File: config.mk
export PLATFORM = sky130hd
export DESIGN_NAME = ifetch_line_ctrl
export DESIGN_NICKNAME = d
export VERILOG_FILES = /design/src/rtl/ifetch_line_ctrl.sv
export SDC_FILE = /design/constraint.sdc
export NUM_CORES = 1
export LEC_CHECK = 0
export BUFFER_PORTS_ARGS = -buffer_cell sky130_fd_sc_hd__clkbuf_2
export CAP_MARGIN = 25
export CORE_UTILIZATION = 30
export CTS_BUF_LIST = sky130_fd_sc_hd__clkbuf_2 sky130_fd_sc_hd__clkbuf_4 sky130_fd_sc_hd__clkbuf_8
export CTS_CLUSTER_DIAMETER = 60
export DETAILED_ROUTE_END_ITERATION = 16
export SLEW_MARGIN = 20
export SYNTH_ARGS = -nofsm -noshare
export SYNTH_HDL_FRONTEND = slang
export SYNTH_SLANG_ARGS = --single-unit
File: constraint.sdc
create_clock -name clk_i -period 13.8 [get_ports clk_i]
set_input_delay 3.45 -clock clk_i [delete_from_list [all_inputs] [get_ports clk_i]]
set_output_delay 3.45 -clock clk_i [all_outputs]
set_load 0.005 [all_outputs]
File: src/rtl/ifetch_line_ctrl.sv
// Instruction-fetch line buffer: direct-mapped, single outstanding line fill over req/ack.
// Stalls the PC while a miss is serviced; returns NOP when no hit.
module ifetch_line_ctrl #(
  parameter int unsigned ENTRIES    = 4,
  parameter int unsigned LINE_WORDS = 4,
  parameter int unsigned CNT_W      = 16
) (
  input  logic                      clk_i,
  input  logic                      rst_i,
  input  logic                      start_i,
  input  logic [31:0]               pc_i,
  input  logic                      flush_i,
  output logic [31:0]               instr_o,
  output logic                      stall_o,
  output logic                      mem_req_o,
  output logic [31:0]               mem_addr_o,
  input  logic                      mem_ack_i,
  input  logic [32*LINE_WORDS-1:0]  mem_data_i,
  output logic [CNT_W-1:0]          miss_cnt_o
);

  localparam int unsigned IdxW = $clog2(ENTRIES);
  localparam int unsigned TagW = 32 - 4 - IdxW;

  localparam logic [0:0] StIdle = 1'b0;
  localparam logic [0:0] StRead = 1'b1;

  logic [0:0]       state_q, state_d;
  logic             req_q, req_d;
  logic [31:0]      addr_q, addr_d;
  logic [CNT_W-1:0] cnt_q, cnt_d;
  logic             fill;

  logic [ENTRIES-1:0]                valid_q;
  logic [TagW-1:0]                   tag_q  [ENTRIES];
  logic [LINE_WORDS-1:0][31:0]       data_q [ENTRIES];

  logic [IdxW-1:0] pc_idx, fill_idx;
  logic [TagW-1:0] pc_tag, fill_tag;
  logic [1:0]      pc_off;
  logic            hit;
  logic            unused_pc;

  assign pc_off    = pc_i[3:2];
  assign pc_idx    = pc_i[4 +: IdxW];
  assign pc_tag    = pc_i[31 -: TagW];
  assign fill_idx  = addr_q[4 +: IdxW];
  assign fill_tag  = addr_q[31 -: TagW];
  assign unused_pc = ^pc_i[1:0];

  assign hit     = start_i & valid_q[pc_idx] & (tag_q[pc_idx] == pc_tag);
  assign instr_o = hit ? data_q[pc_idx][pc_off] : 32'b0;
  assign stall_o = start_i & ((state_q != StIdle) | ~hit);

  assign mem_req_o  = req_q;
  assign mem_addr_o = addr_q;
  assign miss_cnt_o = cnt_q;

  always_comb begin
    state_d = state_q;
    req_d   = req_q;
    addr_d  = addr_q;
    cnt_d   = cnt_q;
    fill    = 1'b0;
    case (state_q)
      StIdle: begin
        if (start_i && !hit) begin
          addr_d  = {pc_i[31:4], 4'b0};
          req_d   = 1'b1;
          if (cnt_q != '1) cnt_d = cnt_q + CNT_W'(1);
          state_d = StRead;
        end
      end
      StRead: begin
        // The fill completes even with start_i low; target is the latched address.
        if (mem_ack_i) begin
          fill    = 1'b1;
          req_d   = 1'b0;
          state_d = StIdle;
        end
      end
      default: state_d = StIdle;
    endcase
  end

  always_ff @(posedge clk_i or negedge rst_i) begin
    if (!rst_i) begin
      state_q <= StIdle;
      req_q   <= 1'b0;
      addr_q  <= '0;
      cnt_q   <= '0;
    end else begin
      state_q <= state_d;
      req_q   <= req_d;
      addr_q  <= addr_d;
      cnt_q   <= cnt_d;
    end
  end

  // Flush beats the valid set of a coincident fill.
  always_ff @(posedge clk_i or negedge rst_i) begin
    if (!rst_i) begin
      valid_q <= '0;
    end else if (flush_i) begin
      valid_q <= '0;
    end else if (fill) begin
      valid_q[fill_idx] <= 1'b1;
    end
  end

  always_ff @(posedge clk_i) begin
    if (fill) begin
      tag_q[fill_idx]  <= fill_tag;
      data_q[fill_idx] <= mem_data_i;
    end
  end

endmodule
==> results_dict.tcl <==
set metrics [dict create \
    outcome "complete, no violations" \
    detailedPlace.worstSlack_ps 3600 \
    ir_worst_vdd_mv 0.0749 \
    class_of_the_most_critical_hold_timing_path "reg -> reg" \
    critPathMaxFanout 80 \
    worst_clock_skew_ps 41.7 \
    port_buffers 240 \
    layout_commonest_cell "sky130_fd_sc_hd__edfxtp_1" \
    mostFrequentLayoutCells "sky130_fd_sc_hd__edfxtp_1, sky130_fd_sc_hd__clkbuf_2, sky130_fd_sc_hd__mux4_2, sky130_fd_sc_hd__clkbuf_8, sky130_fd_sc_hd__dfrtp_1" \
    grt_busiest_layer "met2" \
    yosysSeqAreaShare_pct 76.9 \
    layout_setup_ws_ps 3770 \
    std_cell_rows 106 \
    area_growth_pct 19.0 \
    postLayoutCoreUtil_pct 36.3 \
    ant_nets 0 \
    detailroute.via_count 12300 \
    relSlewSlack_pct 33.1 \
    drt-pass1-iter-count 6 \
    report.final.hold_viol_count 0 \
    setup.reg_to_reg.worst_slack_ps 10510 \
    r2r_start "tag_q[3][0]" \
    maxCapViolCount 0 \
    timing.reg2reg.worst_path_depth 10 \
    drc 0 \
    cell_area_after_layout_sq_mm 0.0305 \
    tritoncts_clock_tree "built" \
    endpoint_worst_hold "miss_cnt_o[8]" \
    clock_tree.root_cell "sky130_fd_sc_hd__clkbuf_8" \
    clock_sink_count 666 \
    crit_required_ps 10350 \
    globalRouteMet3Util_pct 4.39 \
    endpoint_kind "output pin" \
    grt.overflow.total 0 \
    worst_ep_arrival_time_ps 6580 \
    post-route-period-util_pct 72.7 \
    post_route_cells_drive_above_1_share_pct 42.8 \
    grt_use_met1_pct 15.6 \
    clk_pin_slew_worst_paths_ps 50 \
    post-cts-setup-buffer-count 0 \
    synth_warnings 0 \
    largest_net_degree_at_the_start_of_global_routing 104 \
    achievable-frequency_mhz 99.7 \
    cts_made_buffers 111 \
    grt_setup_unrepaired "false" \
    register_area_sq_mm 0.0197 \
    multi_input_area_sq_mm 0.00562 \
    fin_tns_setup_ps 0 \
    fp.coreArea_sq_mm 0.0842 \
    dp.cells 2464 \
    die_area_sq_mm 0.0868 \
    cts_hold_repair.buffers 0 \
    drt-vias-per-instance 4.61 \
    setup-violations-final 0 \
    dieWidth_um 295 \
    yosys_register_bits 666 \
    met2_usage_pct 21.8 \
    period_minus_slack_ps 10030 \
    critical_path.startpoint_type "primary input" \
    post_synth_instance_area_sq_mm 0.0257 \
    cts-root-to-sink-buffers 3 \
    route.detailed.wl_per_inst_um 20.7 \
    layoutNonFillerInstCount 2679 \
    setup.worst_path.start "pc_i[4]" \
    holdPathStages 1 \
    dpl_cell_area_sq_mm 0.0282 \
    power.total_mw 4.56 \
    number_of_resized_instances_in_the_post_cts_repair_step 0 \
    htree_num_levels 3 \
    grt_first_pass_wirelength_um 84100 \
    crit_type "in -> out" \
    fin_hold_ws_ps 510 \
    regToRegEndpoint "mem_addr_o[20]" \
    worst_slew_pin_slew_ps 1000 \
    maxSlewViolCount 0 \
    final_net_count 1609 \
    io_pins 247 \
    clkLatencyLatePin_ps 720 \
    postRouteWirelength_um 55600 \
    num-fill-cells 7800 \
    min_from "miss_cnt_o[8]" \
    synth-edff-count 616 \
    detail_route.iter0.violations 628 \
    async_flop_share_pct 7.51 \
    first_global_vias 13700 \
    floorplan.initialDensity_pct 30.5 \
    globalplace.congestion 0.745 \
    power_per_cell_area_mw_per_mm2 149 \
    postSynthCellCount 1122 \
    syn_avg_cell_area_sq_um 22.9 \
    yosys.cell_types.count 41 \
    antenna_found_initial 11 \
    synth-main-ff-cell "sky130_fd_sc_hd__edfxtp_1" \
    dieHeight_um 295 \
    grtUsageTotal_pct 13.0 \
    place.detailed.hpwl_um 31700 \
    leakage_nw 10.3 \
]
## cell usage after synthesis (8+ instances only)
cell                       number  area share [%]
sky130_fd_sc_hd__edfxtp_1     616              72
sky130_fd_sc_hd__mux4_2       177              16
sky130_fd_sc_hd__dfrtp_1       50             4.9
sky130_fd_sc_hd__nor2b_1       33            0.80
sky130_fd_sc_hd__buf_2         30            0.58
sky130_fd_sc_hd__xnor2_1       30             1.0
sky130_fd_sc_hd__mux2_2        28             1.2
sky130_fd_sc_hd__mux2i_1       17            0.66
sky130_fd_sc_hd__nand2_1       14            0.20
sky130_fd_sc_hd__nor2_1        14            0.20
sky130_fd_sc_hd__nand3_1       12            0.23
sky130_fd_sc_hd__nand4_1       12            0.29
sky130_fd_sc_hd__clkbuf_1      10            0.15
sky130_fd_sc_hd__buf_4          8            0.23
sky130_fd_sc_hd__inv_1          8            0.12
## area by class of cell
cell class	count	share of cell area, %
flip-flops and latches	666	64.7
repair buffers	261	4.56
inverters	8	0.0983
multi-input cells	395	18.4
diodes	6	0.0492
well taps	1134	4.65
clock inverters	51	1.36
clock buffers	158	6.24
## state kept, by name (all words and copies together) (netlist names)
| name | cells |
|---|---|
| data_q | 512 |
| mem_addr_o | 28 |
| mem_req_o | 1 |
| miss_cnt_o | 16 |
| state_q | 1 |
| tag_q | 104 |
| valid_q | 4 |
## worst max-delay path by stage
stage               slack [ps]  cells past startpoint           end
finish                    3770                     10   instr_o[18]
floorplan                -1010                      2  data_q[1][0]
detailed placement        3600                     10    instr_o[2]
global placement          3580                     10    instr_o[2]
CTS                       3600                     10    instr_o[2]
global route              3510                     10   instr_o[18]
## power breakdown
group	switching [mW]	internal, mW	total [mW]
clock	0.784	1.01	1.79
sequential	0.0574	2.36	2.42
combinational	0.189	0.158	0.347
## cell families (layout without fill, tap and decap cells)
logic type | Yosys count | count (layout) | synth area share [%]
AO/OA/AOI/OAI | 24 | 24 | 0.648
XOR/XNOR | 34 | 34 | 1.16
adder cells (fa/ha/maj) | 1 | 1 | 0.0487
buffers and inverters | 64 | 478 | 1.35
flip-flops | 666 | 666 | 76.9
multiplexers | 225 | 225 | 17.5
other | 1 | 10 | 0.0146
AND/OR/NAND/NOR | 107 | 107 | 2.31
## layer usage
layer / wire (um) / vias to the layer above
li1: - / 5372
met4: 1200 / 20
met5: 137 / -
met1: 22600 / 6476
met3: 3990 / 121
met2: 27600 / 357
## worst max-delay path, stage by stage
cell and delay (ps):
sky130_fd_sc_hd__buf_8 670, sky130_fd_sc_hd__mux4_2 610, sky130_fd_sc_hd__xnor2_1 280, sky130_fd_sc_hd__nand4_1 160, sky130_fd_sc_hd__nor2_1 150, sky130_fd_sc_hd__nor4b_2 250, sky130_fd_sc_hd__nand4_1 190, sky130_fd_sc_hd__buf_4 340
sky130_fd_sc_hd__nor2b_1 260, sky130_fd_sc_hd__clkbuf_2 150
(Power assumes the default switching activity.)
